### src/rtl/sma_agu_if.sv
// Command-walker interface: host config/start lines plus memory-side
// handshake and status back from the address generator.
interface sma_agu_if #(
    parameter int AW = 32,
    parameter int SW = 16,
    parameter int CW = 16
);
    logic          run;
    logic          abort;
    logic          cen;
    logic [AW-1:0] adl;
    logic [AW-1:0] adh;
    logic [SW-1:0] stride;
    logic [CW-1:0] reps;
    logic          rdy;
    logic          bzy;
    logic          cmd;
    logic [AW-1:0] add;
    logic          done;
    logic          err;
    logic [CW-1:0] cnt;

    modport master (
        output run, abort, cen, adl, adh, stride, reps, rdy,
        input  bzy, cmd, add, done, err, cnt
    );

    modport slave (
        input  run, abort, cen, adl, adh, stride, reps, rdy,
        output bzy, cmd, add, done, err, cnt
    );
endinterface

### src/rtl/sma_agu.sv
// Strided address walker: issues one memory command per address from adl
// to adh (inclusive) with a programmable stride, repeated for reps passes.
module sma_agu #(
    parameter int AW = 32,
    parameter int SW = 16,
    parameter int CW = 16
) (
    input logic       clk,
    input logic       rst_n,
    sma_agu_if.slave  bus
);
    typedef enum logic [1:0] {IDLE, ISSUE, WAIT, FIN} state_t;

    state_t        state;
    logic          run_q;
    logic          err_r;
    logic [AW-1:0] adl_l;
    logic [AW-1:0] adh_l;
    logic [AW-1:0] add_r;
    logic [SW-1:0] stride_l;
    logic [CW-1:0] reps_l;
    logic [CW-1:0] pass_l;
    logic [CW-1:0] cnt_r;

    logic          run_edge;
    logic          cmd_w;
    logic          bad_cfg;
    logic          pass_end;
    logic [AW:0]   nxt;

    assign run_edge = bus.run & ~run_q;
    assign cmd_w    = (state == ISSUE) & bus.rdy & bus.cen & ~bus.abort;
    assign bad_cfg  = (bus.adh < bus.adl) | (bus.stride == '0);

    // Extra carry bit catches wrap past the top of the address space.
    assign nxt      = {1'b0, add_r} + (AW+1)'(stride_l);
    assign pass_end = nxt[AW] | (nxt[AW-1:0] > adh_l);

    always_ff @(posedge clk or negedge rst_n) begin
        if (!rst_n) begin
            state    <= IDLE;
            run_q    <= 1'b0;
            err_r    <= 1'b0;
            adl_l    <= '0;
            adh_l    <= '0;
            add_r    <= '0;
            stride_l <= '0;
            reps_l   <= '0;
            pass_l   <= '0;
            cnt_r    <= '0;
        end else begin
            run_q <= bus.run;
            err_r <= 1'b0;
            case (state)
                IDLE: begin
                    if (run_edge) begin
                        adl_l    <= bus.adl;
                        adh_l    <= bus.adh;
                        stride_l <= bus.stride;
                        reps_l   <= bus.reps;
                        pass_l   <= bus.reps;
                        add_r    <= bus.adl;
                        cnt_r    <= '0;
                        if (bad_cfg) err_r <= 1'b1;
                        else         state <= ISSUE;
                    end
                end
                ISSUE: begin
                    if (bus.abort) begin
                        state <= IDLE;
                    end else if (cmd_w) begin
                        cnt_r <= cnt_r + CW'(1);
                        if (!pass_end) begin
                            add_r <= nxt[AW-1:0];
                        end else if (reps_l != '0 && pass_l == CW'(1)) begin
                            state <= FIN;
                        end else begin
                            // reps==0 means endless: pass counter is left alone
                            if (reps_l != '0) pass_l <= pass_l - CW'(1);
                            add_r <= adl_l;
                        end
                    end else begin
                        state <= WAIT;
                    end
                end
                WAIT: begin
                    if (bus.abort)                state <= IDLE;
                    else if (bus.rdy && bus.cen)  state <= ISSUE;
                end
                FIN:     state <= IDLE;
                default: state <= IDLE;
            endcase
        end
    end

    assign bus.cmd  = cmd_w;
    assign bus.add  = add_r;
    assign bus.cnt  = cnt_r;
    assign bus.err  = err_r;
    assign bus.bzy  = (state != IDLE);
    assign bus.done = (state == FIN);
endmodule

### src/flat_wrapper.sv
// flat-port wrapper written by rule: the top's interface ports become plain ports
module sma_agu_flat 
#(
    parameter int AW = 32,
    parameter int SW = 16,
    parameter int CW = 16
)
  (clk, rst_n, bus_run, bus_abort, bus_cen, bus_adl, bus_adh, bus_stride, bus_reps, bus_rdy, bus_bzy, bus_cmd, bus_add, bus_done, bus_err, bus_cnt);
  sma_agu_if #(.AW(AW), .SW(SW), .CW(CW)) bus_i ();
  input logic clk;
  input logic rst_n;
  input wire logic [$bits(bus_i.run)-1:0] bus_run;
  input wire logic [$bits(bus_i.abort)-1:0] bus_abort;
  input wire logic [$bits(bus_i.cen)-1:0] bus_cen;
  input wire logic [$bits(bus_i.adl)-1:0] bus_adl;
  input wire logic [$bits(bus_i.adh)-1:0] bus_adh;
  input wire logic [$bits(bus_i.stride)-1:0] bus_stride;
  input wire logic [$bits(bus_i.reps)-1:0] bus_reps;
  input wire logic [$bits(bus_i.rdy)-1:0] bus_rdy;
  output wire logic [$bits(bus_i.bzy)-1:0] bus_bzy;
  output wire logic [$bits(bus_i.cmd)-1:0] bus_cmd;
  output wire logic [$bits(bus_i.add)-1:0] bus_add;
  output wire logic [$bits(bus_i.done)-1:0] bus_done;
  output wire logic [$bits(bus_i.err)-1:0] bus_err;
  output wire logic [$bits(bus_i.cnt)-1:0] bus_cnt;
  assign bus_i.run = bus_run;
  assign bus_i.abort = bus_abort;
  assign bus_i.cen = bus_cen;
  assign bus_i.adl = bus_adl;
  assign bus_i.adh = bus_adh;
  assign bus_i.stride = bus_stride;
  assign bus_i.reps = bus_reps;
  assign bus_i.rdy = bus_rdy;
  assign bus_bzy = bus_i.bzy;
  assign bus_cmd = bus_i.cmd;
  assign bus_add = bus_i.add;
  assign bus_done = bus_i.done;
  assign bus_err = bus_i.err;
  assign bus_cnt = bus_i.cnt;
  sma_agu #(.AW(AW), .SW(SW), .CW(CW)) u_core (.clk(clk), .rst_n(rst_n), .bus(bus_i));
endmodule
### config.mk
export PLATFORM = sky130hd
export DESIGN_NAME = sma_agu_flat
export DESIGN_NICKNAME = d
export VERILOG_FILES = /design/src/rtl/sma_agu_if.sv /design/src/rtl/sma_agu.sv /design/src/flat_wrapper.sv
export SDC_FILE = /design/constraint.sdc
export NUM_CORES = 1
export LEC_CHECK = 0
export BUFFER_PORTS_ARGS = -buffer_cell sky130_fd_sc_hd__buf_2
export CAP_MARGIN = 15
export CORE_MARGIN = 1
export CORE_UTILIZATION = 62
export DETAILED_ROUTE_END_ITERATION = 8
export GPL_ROUTABILITY_DRIVEN = 0
export HOLD_SLACK_MARGIN = 0.03
export PLACE_DENSITY = 0.86
export SYNTH_ARGS = -nofsm -noshare
export SYNTH_HDL_FRONTEND = slang
export SYNTH_SLANG_ARGS = --single-unit
### constraint.sdc
create_clock -name clk -period 11.13 [get_ports clk]
set_input_delay 1.113 -clock clk [delete_from_list [all_inputs] [get_ports clk]]
set_output_delay 1.113 -clock clk [all_outputs]
set_load 0.05 [all_outputs]
==> PnR_summary.wiki <==
{| class="wikitable"
! Metric !! Value
|-
| Power spent charging and discharging nets || 1.13 mW
|-
| Number of pins with negative max-slew slack in the final report || 0
|-
| Delay of the slowest critical-path stage || 0.73 ns
|-
| Core ar. || 15800 µm²
|-
| Final WL || 28500 µm
|-
| TritonRoute pass-1 iters || 7
|-
| Synthesized area per cell || 8.64 µm²
|-
| Die Footprint || 16600 µm²
|-
| Max-Slew Margin vs Limit || 20.1%
|-
| Die height || 129 µm
|-
| Hold-fix buffer count after cts || 0
|-
| Count of filler cells inserted in the layout || 1202
|-
| H-tree depth || 4
|-
| Area delta synth->final || 15.0%
|-
| Library cell with the largest summed area after synthesis || sky130_fd_sc_hd__dfrtp_1
|-
| Global-route wire length before repair || 45700 µm
|-
| Starting DRC count in detailed routing || 910
|-
| Pleak || 5.58 nW
|-
| Fraction of the yosys area taken by sequential cells || 41.1%
|-
| Number of maximum-capacitance violations || 0
|-
| Post-detailed-route DRC marker count || 0
|-
| I/O pin total || 154
|-
| DP Wirelength || 19500 µm
|-
| Path type of the worst min-delay path || flip-flop to flip-flop
|-
| CP cell instances || ha_1 > a21oi_1 > o21ai_0 > a31o_2 > o21a_1 > o21a_1 > and3b_1 > or2_2 > ha_1 > nand4_1 > or4_1 > o21bai_1 > o22ai_2 > nor3_4 > buf_4 > o31a_2 > o21ai_0 > o2bb2ai_1
|-
| # Post-CTS Setup Buffers || 0
|-
| Number of hold violations in the final report || 0
|-
| Cell family contributing the most delay on the critical path || compound AO/OA/AOI/OAI gates
|-
| Sw Share || 43.0%
|-
| Clock tree from TritonCTS || done
|-
| Type of the worst setup path || flip-flop to flip-flop
|-
| Post-detailed-route via-to-cell ratio || 6.22
|-
| Total of warnings raised by yosys || 0
|-
| Wirelength per Cell || 18.9 µm
|-
| Maximum clock frequency || 159 MHz
|-
| Antenna violations before repair || 1
|-
| Post-cts repair resize count || 0
|-
| Clock network power share || 24.6%
|-
| Final number of setup-violating endpoints || 0
|-
| Starting utilization of the core area || 63.1%
|-
| EDFF count, synth || 0
|-
| Overall power consumption || 2.63 mW
|-
| Most frequently used cell type in the post-synthesis netlist || sky130_fd_sc_hd__nand2_1
|-
| Library cell used as clock root buffer || sky130_fd_sc_hd__clkbuf_16
|-
| Number of distinct library cells after synthesis || 75
|-
| Inserted Clock Buffers || 17
|-
| Vias in the first global route || 9119
|-
| Maximum number of pins on one net before global-route repair || 117
|-
| Clock transition time at the flip-flop clock pins of the worst setup and hold paths || 0.07 ns
|-
| Worst Tran Pin Value || 1.20 ns
|-
| Largest driver fanout on the critical path || 40
|-
| Most used flip-flop cell after synthesis || sky130_fd_sc_hd__dfrtp_1
|-
| Sum of buffers and inverters on the critical path || 1
|-
| Post-detailed-route count of antenna-violating nets || 0
|-
| Startpoint kind of the worst setup timing path || flip-flop
|-
| Power share of the sequential group || 32.4%
|-
| Proportion of layout cells with a drive suffix above 1 || 16.8%
|-
| Critical path data required time || 11.45 ns
|-
| Cell area power density || 229 nW/µm²
|-
| Share of flip-flops with an asynchronous set or reset || 100%
|-
| Global-route usage over all layers || 35.8%
|-
| Number of buffer cells added on primary ports || 153
|-
| Number of nets in the layout || 1467
|-
| Post-route clock skew || 0.00646 ns
|-
| Final period util || 56.5%
|-
| CTS Buffer Depth || 2
|-
| Source-to-sink clock delay at the later pin of the worst-skew pair || 0.44 ns
|-
| Gate count after technology mapping || 1156
|-
| Cell area after synthesis || 9990 µm²
|-
| Unrepaired setup endpoints after global routing || no
|-
| Total internal power || 1.50 mW
|-
| Total via count in the routed design || 9398
|-
| Maximum vdd ir drop || 0.133 mV
|-
| Time the worst path needs with I/O delays and setup || 6.28 ns
|-
| Combinational cell fraction of total power || 43.0%
|-
| CP max-delay cell || sky130_fd_sc_hd__o31a_2
|-
| Top post-synthesis cells by area || sky130_fd_sc_hd__dfrtp_1 41%, sky130_fd_sc_hd__ha_1 10%, sky130_fd_sc_hd__nand2_1 8.7%
|-
| Die X || 129 µm
|-
| Run status || completed
|-
| Seq cells post-synth || 164
|-
| WP data arrival || 6.61 ns
|-
| Share of the synthesized area in the top cell type || 41.1%
|-
| Sum of negative setup slack || 0 ns
|-
| Placement row count || 46
|-
| GRT Residual Overflow || 0
|-
| Post-synth net total || 1341
|-
| Most common library cells after synthesis || 231 x sky130_fd_sc_hd__nand2_1, 164 x sky130_fd_sc_hd__dfrtp_1, 107 x sky130_fd_sc_hd__o21ai_0, 82 x sky130_fd_sc_hd__ha_1, 74 x sky130_fd_sc_hd__a21oi_1
|-
| Num Clock Sinks || 164
|-
| Endpoint class of the critical path || flip-flop
|}
==> cells in the final DEF (no fill, tap or decap), drive strengths merged, types with 5 or more instances in the layout <==
| cell type | netlist | layout |
|---|---|---|
| a211oi | 18 | 18 |
| nor2 | 58 | 58 |
| xor2 | 21 | 21 |
| nand3 | 29 | 29 |
| o211ai | 7 | 7 |
| or2 | 6 | 6 |
| buf | 20 | 158 |
| a31oi | 12 | 12 |
| o22ai | 9 | 9 |
| and3 | 8 | 8 |
| xnor2 | 18 | 18 |
| inv | 69 | 73 |
| nor2b | 9 | 9 |
| nand4 | 30 | 30 |
| nand2b | 5 | 5 |
| o311ai | 5 | 5 |
| dfrtp | 164 | 164 |
| a21oi | 74 | 74 |
| a221oi | 7 | 7 |
| and2 | 12 | 12 |
| nand2 | 231 | 231 |
| nor3 | 12 | 12 |
| clkbuf | 31 | 18 |
| or3 | 6 | 6 |
| a21o | 14 | 14 |
| ha | 82 | 82 |
| o21ai | 126 | 126 |
| nor4 | 17 | 17 |
==> power by group through the flow <==
stage	combinational (mW)	clock, mW	sequential, mW
after floorplan	0.683	0	0.950
after global placement	1.03	0	0.843
after detailed placement	1.07	0	0.853
after CTS	1.11	0.647	0.846
after global routing	1.23	0.672	0.864
final	1.13	0.646	0.852
==> logic make-up (layout without fill, tap and decap cells) <==
| group | Yosys count | in the layout | share of synthesized area [%] |
|---|---|---|---|
| and+or+nand+nor | 437 | 437 | 20.5 |
| other | 0 | 1 | 0 |
| xor gates and xnor gates | 39 | 39 | 3.42 |
| AOI/OAI and AO/OA | 311 | 311 | 19.3 |
| muxes | 2 | 2 | 0.213 |
| adders and majority gates | 83 | 83 | 10.5 |
| DFF | 164 | 164 | 41.1 |
| buffers and inverters | 120 | 259 | 4.96 |
==> state kept, by name, indices dropped and copies added, names as in the netlist, 2 cells and up <==
name and cells:
u_core.pass_l 16, u_core.adh_l 32, u_core.adl_l 32, u_core.stride_l 16, u_core.bus.cnt 16, u_core.bus.add 32
u_core.state 2, u_core.reps_l 16
==> final timing paths <==
check / from / endpoint / slack (ns) / cells past startpoint
hold / removal: u_core.adl_l[11]$_DFFE_PN0P_ / u_core.adl_l[11]$_DFFE_PN0P_ / 0.48 / 2
min in group asynchronous: rst_n / u_core.adl_l[23]$_DFFE_PN0P_ / 0.74 / 1
hold reg to reg: u_core.adl_l[11]$_DFFE_PN0P_ / u_core.adl_l[11]$_DFFE_PN0P_ / 0.48 / 2
max in group asynchronous: rst_n / u_core.adl_l[11]$_DFFE_PN0P_ / 9.01 / 2
setup / recovery: u_core.bus.add[10]$_DFFE_PN0P_ / u_core.bus.add[19]$_DFFE_PN0P_ / 4.85 / 18
setup reg to reg: u_core.bus.add[10]$_DFFE_PN0P_ / u_core.bus.add[19]$_DFFE_PN0P_ / 4.85 / 18
==> per-layer routing <==
metal	global-route usage, %	vias to the layer above	wire [µm]
met5	0	-	0
li1	-	4333	-
met1	45.9	4477	11500
met2	57.1	502	13400
met4	17.5	0	1080
met3	8.44	86	2520
==> cell type report <==
cell class	count	area [µm²]	share of cell area (%)
sequential	164	4100	35.7
antenna	1	2.50	0.0218
clock inverter	14	198	1.72
timing repair buffer	158	810	7.04
tap	216	270	2.35
multi-input combinational	872	5410	47.1
clock buffer	18	439	3.82
inverter	69	259	2.25
==> tightest hold or removal path, delay by kind of cell, from the launching register on <==
| kind | cells | cell delay, ns |
|---|---|---|
| simple gates | 1 | 0.04 |
| compound gates | 1 | 0.06 |
| flops | 1 | 0.34 |
==> per-stage QoR <==
step | instance area, µm² | instances | hold slack [ns] | setup WS (ns) | utilization (%)
final | 11500 | 1512 | 0.483 | 4.85 | 72.6
after floorplan | 9990 | 1156 | 0.438 | 6.22 | -
after detailed placement | 10900 | 1479 | 0.463 | 5.05 | 68.6
after global placement | 10900 | 1479 | 0.457 | 5.28 | 68.6
after global routing | 11500 | 1512 | 0.512 | 4.52 | 72.6
after CTS | 11500 | 1511 | 0.481 | 4.98 | 72.6
Note: power is estimated with default switching activity, not from simulation.
